`src/rtl/flash_read_master_pkg.sv`:
```
// rtl/flash_read_master_pkg.sv - shared flash command codes, widths and FSM state type
package flash_read_master_pkg;
   localparam logic [7:0] FLASH_CMD_READ      = 8'h03;
   localparam logic [7:0] FLASH_CMD_FAST_READ = 8'h0B;
   localparam int unsigned FLASH_ADDR_BITS    = 24;

   typedef enum logic [2:0] {
      ST_IDLE,
      ST_CMD,
      ST_ADDR,
      ST_DUMMY,
      ST_DATA,
      ST_DONE,
      ST_GAP
   } flash_state_e;

   // Bytes arrive first-byte-first; the returned word is little-endian.
   function automatic logic [31:0] bswap32(input logic [31:0] w);
      return {w[7:0], w[15:8], w[23:16], w[31:24]};
   endfunction
endpackage

```
`src/rtl/flash_read_master_spi_clk_gen.sv`:
```
// rtl/flash_read_master_spi_clk_gen.sv - SPI mode-0 clock generator with rise/fall strobes
module spi_clk_gen #(
   parameter int unsigned CLK_DIV = 2
) (
   input  logic clk_i,
   input  logic rst_i,
   input  logic en_i,
   output logic sclk_o,
   output logic rise_o,
   output logic fall_o
);
   localparam int unsigned CW = $clog2(CLK_DIV + 1);
   localparam logic [CW-1:0] LAST = CW'(CLK_DIV - 1);

   logic [CW-1:0] cnt_q, cnt_d;
   logic          sclk_q, sclk_d;

   // Strobes flag the cycle whose closing edge moves sclk.
   always_comb begin
      cnt_d  = cnt_q;
      sclk_d = sclk_q;
      rise_o = 1'b0;
      fall_o = 1'b0;
      if (!en_i) begin
         cnt_d  = '0;
         sclk_d = 1'b0;
      end else if (cnt_q == LAST) begin
         cnt_d  = '0;
         sclk_d = ~sclk_q;
         rise_o = ~sclk_q;
         fall_o = sclk_q;
      end else begin
         cnt_d = cnt_q + 1'b1;
      end
   end

   always_ff @(posedge clk_i) begin
      if (rst_i) begin
         cnt_q  <= '0;
         sclk_q <= 1'b0;
      end else begin
         cnt_q  <= cnt_d;
         sclk_q <= sclk_d;
      end
   end

   assign sclk_o = sclk_q;
endmodule

```
`src/rtl/flash_read_master.sv`:
```
// rtl/flash_read_master.sv - single-word SPI flash read initiator
// FLASH_FAST_READ_EN selects command 0x0B with 8 dummy clocks after the address.
module flash_read_master
   import flash_read_master_pkg::*;
#(
   parameter int unsigned CLK_DIV = 2,
   parameter int unsigned CS_GAP  = 4
) (
   input  logic                       clk_i,
   input  logic                       rst_i,
   input  logic [FLASH_ADDR_BITS-1:0] addr_i,
   input  logic                       rd_stb_i,
   output logic                       busy_o,
   output logic                       ack_o,
   output logic [31:0]                data_o,
   output logic                       flash_csn,
   output logic                       flash_clk,
   output logic                       flash_mosi,
   input  logic                       flash_miso,
   output logic                       flash_wpn,
   output logic                       flash_holdn
);
`ifdef FLASH_FAST_READ_EN
   localparam logic [7:0] CMD       = FLASH_CMD_FAST_READ;
   localparam bit         HAS_DUMMY = 1'b1;
`else
   localparam logic [7:0] CMD       = FLASH_CMD_READ;
   localparam bit         HAS_DUMMY = 1'b0;
`endif

   flash_state_e state_q, state_d;
   logic         csn_q, csn_d, mosi_q, mosi_d, ack_q, ack_d, busy_q, busy_d;
   logic [31:0]  data_q, data_d, tx_q, tx_d, rx_q, rx_d;
   logic [6:0]   bit_cnt_q, bit_cnt_d;
   logic [7:0]   gap_cnt_q, gap_cnt_d;
   logic         sclk_rise, sclk_fall, sclk_en;

   // The clock stops once the last bit has fallen, before csn is released.
   assign sclk_en = !csn_q && (state_q != ST_DONE);

   spi_clk_gen #(.CLK_DIV(CLK_DIV)) u_clk_gen (
      .clk_i  (clk_i),
      .rst_i  (rst_i),
      .en_i   (sclk_en),
      .sclk_o (flash_clk),
      .rise_o (sclk_rise),
      .fall_o (sclk_fall)
   );

   always_comb begin
      state_d   = state_q;
      csn_d     = csn_q;
      mosi_d    = mosi_q;
      ack_d     = 1'b0;
      busy_d    = busy_q;
      data_d    = data_q;
      tx_d      = tx_q;
      rx_d      = rx_q;
      bit_cnt_d = bit_cnt_q;
      gap_cnt_d = gap_cnt_q;
      case (state_q)
         ST_IDLE: begin
            if (rd_stb_i) begin
               state_d   = ST_CMD;
               busy_d    = 1'b1;
               csn_d     = 1'b0;
               tx_d      = {CMD, addr_i};
               mosi_d    = CMD[7];
               bit_cnt_d = 7'd7;
            end
         end
         ST_CMD, ST_ADDR, ST_DUMMY, ST_DATA: begin
            if (sclk_rise && state_q == ST_DATA)
               rx_d = {rx_q[30:0], flash_miso};
            // Each falling edge closes a bit and presents the next one.
            if (sclk_fall) begin
               tx_d   = tx_q << 1;
               mosi_d = (state_q == ST_CMD || state_q == ST_ADDR) ? tx_q[30] : 1'b0;
               if (bit_cnt_q == 7'd0) begin
                  case (state_q)
                     ST_CMD: begin
                        state_d   = ST_ADDR;
                        bit_cnt_d = 7'(FLASH_ADDR_BITS - 1);
                     end
                     ST_ADDR: begin
                        state_d   = HAS_DUMMY ? ST_DUMMY : ST_DATA;
                        bit_cnt_d = HAS_DUMMY ? 7'd7 : 7'd31;
                     end
                     ST_DUMMY: begin
                        state_d   = ST_DATA;
                        bit_cnt_d = 7'd31;
                     end
                     default: state_d = ST_DONE;
                  endcase
               end else begin
                  bit_cnt_d = bit_cnt_q - 7'd1;
               end
            end
         end
         ST_DONE: begin
            state_d   = ST_GAP;
            csn_d     = 1'b1;
            mosi_d    = 1'b0;
            ack_d     = 1'b1;
            data_d    = bswap32(rx_q);
            gap_cnt_d = 8'(CS_GAP);
         end
         ST_GAP: begin
            if (gap_cnt_q == 8'd0) begin
               state_d = ST_IDLE;
               busy_d  = 1'b0;
            end else begin
               gap_cnt_d = gap_cnt_q - 8'd1;
            end
         end
         default: state_d = ST_IDLE;
      endcase
   end

   always_ff @(posedge clk_i) begin
      if (rst_i) begin
         state_q   <= ST_IDLE;
         csn_q     <= 1'b1;
         mosi_q    <= 1'b0;
         ack_q     <= 1'b0;
         busy_q    <= 1'b0;
         data_q    <= '0;
         tx_q      <= '0;
         rx_q      <= '0;
         bit_cnt_q <= '0;
         gap_cnt_q <= '0;
      end else begin
         state_q   <= state_d;
         csn_q     <= csn_d;
         mosi_q    <= mosi_d;
         ack_q     <= ack_d;
         busy_q    <= busy_d;
         data_q    <= data_d;
         tx_q      <= tx_d;
         rx_q      <= rx_d;
         bit_cnt_q <= bit_cnt_d;
         gap_cnt_q <= gap_cnt_d;
      end
   end

   assign flash_csn   = csn_q;
   assign flash_mosi  = mosi_q;
   assign ack_o       = ack_q;
   assign busy_o      = busy_q;
   assign data_o      = data_q;
   assign flash_wpn   = 1'b1;
   assign flash_holdn = 1'b1;
endmodule
```
`config.mk`:
```
export PLATFORM = sky130hd
export DESIGN_NAME = flash_read_master
export DESIGN_NICKNAME = d
export VERILOG_FILES = /design/src/rtl/flash_read_master_pkg.sv /design/src/rtl/flash_read_master_spi_clk_gen.sv /design/src/rtl/flash_read_master.sv
export SDC_FILE = /design/constraint.sdc
export NUM_CORES = 1
export LEC_CHECK = 0
export ABC_AREA = 1
export BUFFER_PORTS_ARGS = -buffer_cell sky130_fd_sc_hd__buf_2
export CORE_MARGIN = 2
export CORE_UTILIZATION = 45
export DETAILED_ROUTE_END_ITERATION = 8
export GPL_TIMING_DRIVEN = 0
export HOLD_SLACK_MARGIN = 0.06
export MAX_ROUTING_LAYER = met4
export PLACE_DENSITY_LB_ADDON = 0.3
export SLEW_MARGIN = 0
export SYNTH_ARGS = -nofsm -noshare
export SYNTH_HDL_FRONTEND = slang
export SYNTH_SLANG_ARGS = --single-unit
```
`constraint.sdc`:
```
create_clock -name clk_i -period 1.8 [get_ports clk_i]
set_input_delay 0.27 -clock clk_i [delete_from_list [all_inputs] [get_ports clk_i]]
set_output_delay 0.27 -clock clk_i [all_outputs]
set_load 0.1 [all_outputs]
```
* Word-level counts from Yosys, hierarchy flattened
Index checks and enable logic that the tools add are counted.
Operators by class: equal/unequal tests 14, mux-type cells 29, bitwise operators 2, reduce and logical (&&, ||, !) cells 24, $add $sub $neg 3
Operators by type and width (number):
- 2-to-1 mux 31 bit | 2
- case mux 31 bit (2 select lines) | 1
- case mux 7 bit (2 select lines) | 2
- 2-to-1 mux 7 bit | 3
- case mux 8 bit (2 select lines) | 1
- 2-to-1 mux 3 bit | 4
- case mux 3 bit (4 select lines) | 1
- 2-to-1 mux 1 bit | 10
- != test 2 bit, second input constant | 5
- equality test 3 bit, second input constant | 3
- AND reduction 3 bit | 3
- zero test 8 bit | 1
- 2-to-1 mux 8 bit | 1
- AND reduction 4 bit | 2
- nonzero test 2 bit | 4
- subtractor 8 x 1 -> 8 bit, second input constant | 1
- zero test 7 bit | 1
- subtractor 7 x 1 -> 7 bit, second input constant | 1
- equality test 3 x 2 -> 1 bit, second input constant | 2
- case mux 3 bit (2 select lines) | 1
- AND reduction 2 bit | 3
- != test 4 bit, second input constant | 1
- case mux 1 bit (2 select lines) | 2
- OR reduction 2 bit | 2
- 13 further kinds | 15
Storage, ports and cells: output and inout bits 39, register bits after elaboration 120, input bits 28

* Depth between registers and ports, before layout
depth after elaboration 6, gate-level depth with buffers 12, mapped depth without buffers 12

* By module
A second synthesis with hierarchy kept.
Second synthesis, totals: cell total of the unflattened synthesis 685, area total of the unflattened synthesis 5074.9 sq um
Modules (own cells, without submodules):
- flash_read_master | area an instance 4939.7 sq um, times used 1, cells each 668
- spi_clk_gen | area an instance 135.1 sq um, times used 1, cells each 17

* Least setup slack after synthesis
No wires, ideal clock.
path type flip-flop to flip-flop, start point register csn_q, in the netlist flash_csn, end point register bit_cnt_q[1], data arrival time 1884 ps, path slack -200 ps, path buffers 0, stages on the path, launching flop included 10, data required time 1684 ps, path through dfxtp_1 > inv_1 > nand2_1 > nand2_1 > nand2_1 > nand2_1 > nand2_1 > inv_1 > nor2_1 > nor2_1
Between the ends: word-level cells in the longest chain between the ends 5
Ends and longest elaborated chain:
- start: declaration | RTL line flash_read_master.sv:32 | logic csn_q, csn_d, mosi_q, mosi_d, ack_q, ack_d, busy_q, busy_d;
- start signal: assignment | RTL line flash_read_master.sv:134 | csn_q <= csn_d;
- zero test 1 bit | RTL line flash_read_master.sv:39 | assign sclk_en = !csn_q && (state_q != ST_DONE);
- logical AND 1 bit | RTL line flash_read_master.sv:39
- 2-to-1 mux 1 bit | RTL line flash_read_master_spi_clk_gen.sv:24 | if (!en_i) begin
- != test 2 bit (no line)
- AND reduction 4 bit (no line)
- end signal: assignment | RTL line flash_read_master.sv:141 | bit_cnt_q <= bit_cnt_d;
- end: declaration | RTL line flash_read_master.sv:34 | logic [6:0] bit_cnt_q, bit_cnt_d;
No other way between the ends. A chain may end at the register's enable or synchronous reset.

* Final worst setup path
start point register csn_q, in the netlist flash_csn, end point output port flash_csn
RTL lines:
- end: declaration | RTL line flash_read_master.sv:16 | output logic flash_csn,
No word-level cell between the ends.

==> results by group <==
Outcome
  – Status: finished, final reports clean

Routing
  – Initial DRT Pass Iterations: 7
  – DRC errors left: 0
  – Via count: 4538
  – Initial DRC Count: 263
  – Antenna-violating nets left: 0
  – Post-Route WL: 11500 um
  – Vias per cell: 4.95
  – Post-DR wirelength/cell: 12.5 um

Timing
  – Final Worst Setup Slack: 0.152 ns
  – Slew Viols, Final: 0
  – Final Hold Vio Count: 0
  – Fmax: 607 MHz
  – RSZ-0062 raised after global routing: no
  – Clock Skews: 0.00565 ns
  – Post-Route Setup TNS: 0 ns
  – Final setup violation count: 0
  – Fin crit share: 91.5%
  – Final min period: 1.65 ns
  – Slew HR: 64.9%
  – Worst-Margin Slew: 0.527 ns

Final layout
  – Nets: 796
  – Area delta synth->final: 23.0%
  – Layout fillers: 959
  – Antenna cells: 0
  – Fin util: 56.3%
  – Area of the multi-input gates: 0.00211 mm^2
  – Final Non-Filler Cells: 916
  – Design Area, Final: 0.00607 mm^2
  – Seq. cell area: 0.00240 mm^2
  – Layout cells sized above 1: 18.2%

Setup path
  – Crit path max-delay family: buffers and inverters
  – Crit path depth: 1
  – Crit path max-delay cell type: buf_2
  – Crit path largest cell delay: 0.46 ns
  – CP Launch Type: register
  – Buf/Inv on CP: 1
  – Worst path required time: 1.53 ns
  – Crit path max fanout: 6
  – R2r worst-path depth: 5
  – Kind of critical path: register to output port
  – CP Cell Sequence: buf_2
  – CP endpoint kind: output port
  – Worst Path Arrival: 1.38 ns

Clock tree
  – Clk_lat worst skew: 0.51 ns
  – CTS tree: built
  – Clock transition at path regs: 0.06 ns
  – Post-CTS setup buffers: 0
  – Clk root buf: clkbuf_8
  – CTS Buf Count: 17
  – Clock Sinks: 120
  – CTS max path bufs: 2
  – H-tree depth: 4

Hold path
  – Hold crit path type: input port to register
  – Hold depth: 5

Placement
  – GPL Wtd Cong: 0.869
  – Placed cells: 881
  – DPL Wire Length: 7830 um
  – Area after DPL: 0.00544 mm^2
  – I/O Buffers: 64
  – Dpl ws: 0.105 ns

GRT
  – Largest net degree at the start of global routing: 17
  – Initial antenna violation count: 0
  – Number of global-route vias before repair: 4209
  – Gr usage total: 21.0%
  – First-pass GRT wire length: 18900 um
  – Congestion Overflow GR: 0

Synthesis
  – Yosys warns: 0
  – EDFF count, synth: 0
  – Synth Flop Type: dfxtp_1
  – Commonest cells in the netlist: nand2_1 (163), dfxtp_1 (120), o21ai_0 (87), nor2_1 (82), inv_1 (59)
  – Count of different cell masters after synthesis: 28
  – Seq cells post-synth: 120
  – Post-synthesis sequential area ratio: 48.7%
  – Count leader, synth: nand2_1
  – Mapped Area: 0.00494 mm^2
  – Post-synthesis async set-or-reset flop share: 0%
  – Post-synth top area cell: dfxtp_1
  – Synth Area per Inst: 7.30 um^2
  – Top post-synthesis cells by area: dfxtp_1 (49%), nand2_1 (12%), o21ai_0 (8.8%), nor2_1 (6.2%), a21oi_1 (5.7%)
  – Synth top area share: 48.7%
  – Post-synthesis cell count: 676

Floorplan
  – Die ar.: 0.0118 mm^2
  – Initial Util: 45.7%
  – Cell Rows: 38
  – Core Footprint: 0.0108 mm^2
  – Die W: 109 um
  – Die Y: 109 um
  – I/O Pins: 67

Power
  – Lkg Pwr: 2.70 nW
  – VDD IR-drop max: 662 uV
  – Power density over cell area: 1530 mW/mm^2

Run
  – Maxcap violations: 0
power by group:
part	switching [mW]	internal (mW)	total (mW)
Sequential	0.217	2.99	3.21
Combinational	1.78	0.890	2.67
Clock	1.20	2.24	3.44
Total	3.19	6.12	9.32
through the flow:
| stage | hold slack, ns | total power, mW |
|---|---|---|
| after global routing | 0.0869 | 9.90 |
| after global placement | 0.408 | 5.81 |
| after floorplan | 0.342 | 5.32 |
| after detailed placement | 0.417 | 5.87 |
| after CTS | 0.0697 | 9.32 |
| final | 0.0769 | 9.32 |
cells in the final DEF, fill, tap and decap left out, types with 5 or more instances in the layout:
cell type / synthesis / routed
buf_2: 16 / 80
inv_1: 59 / 59
nor2_2: 5 / 5
o21ai_0: 87 / 86
nor2_1: 82 / 82
buf_4: 9 / 9
nand3_1: 29 / 29
a21oi_1: 56 / 56
clkbuf_1: 9 / 11
nand2_1: 163 / 162
dfxtp_1: 120 / 118
o21ai_1: 11 / 12
ha_1: 5 / 5
clkbuf_16: 0 / 16
logic make-up after synthesis:
family          count (synthesis)  share of synthesized area (%)
fa+ha+maj                       5                           1.27
compound gates                156                           16.1
simple gates                  290                           24.2
buf+inv                        99                           8.79
other cells                     1                         0.0760
flops                         120                           48.7
xor+xnor                        5                          0.887
registers in the layout, indices dropped and copies added, names as in the netlist:
| signal | count |
|---|---|
| rx_q | 32 |
| tx_q | 31 |
| flash_csn | 1 |
| flash_mosi | 1 |
| u_clk_gen.cnt_q | 2 |
| data_o | 32 |
| gap_cnt_q | 8 |
| ack_o | 1 |
| busy_o | 1 |
| u_clk_gen.sclk_o | 1 |
| bit_cnt_q | 7 |
| state_q | 3 |
path summary, 6_finish.rpt:
kind                              endpoint  slack, ns                     startpoint
max                              flash_csn       0.15         flash_csn$_SDFFE_PP1P_
min                   tx_q[3]$_SDFFE_PP0P_       0.08                      addr_i[3]
max reg2reg           rx_q[8]$_SDFFE_PP0P_       0.18  u_clk_gen.cnt_q[0]$_SDFF_PP0_
min reg2reg  u_clk_gen.cnt_q[0]$_SDFF_PP0_       0.42  u_clk_gen.cnt_q[0]$_SDFF_PP0_
timing repair:
| item | in CTS | in global routing |
|---|---|---|
| gates resized for setup | 0 | 4 |
| hold endpoints to repair | 3 | 0 |
| setup endpoints to repair | 0 | 8 |
| hold buffers | 3 | 0 |
layer usage:
layer	vias up	share of wire (%)	GRT usage, %
met2	103	47	32.4
met5	-	0	-
li1	2332	-	-
met4	0	2.3	10.6
met1	2080	45	25.3
met3	23	5.6	5.68
cell type report:
type	count	share of cell area, %
Sequential cell	120	39.6
Multi-Input combinational cell	458	34.7
Clock buffer	20	7.00
Timing Repair Buffer	67	5.77
Inverter	63	3.89
Buffer	36	3.28
Clock inverter	12	2.88
Tap cell	140	2.88
No activity file was read; power rests on OpenSTA's default activity.
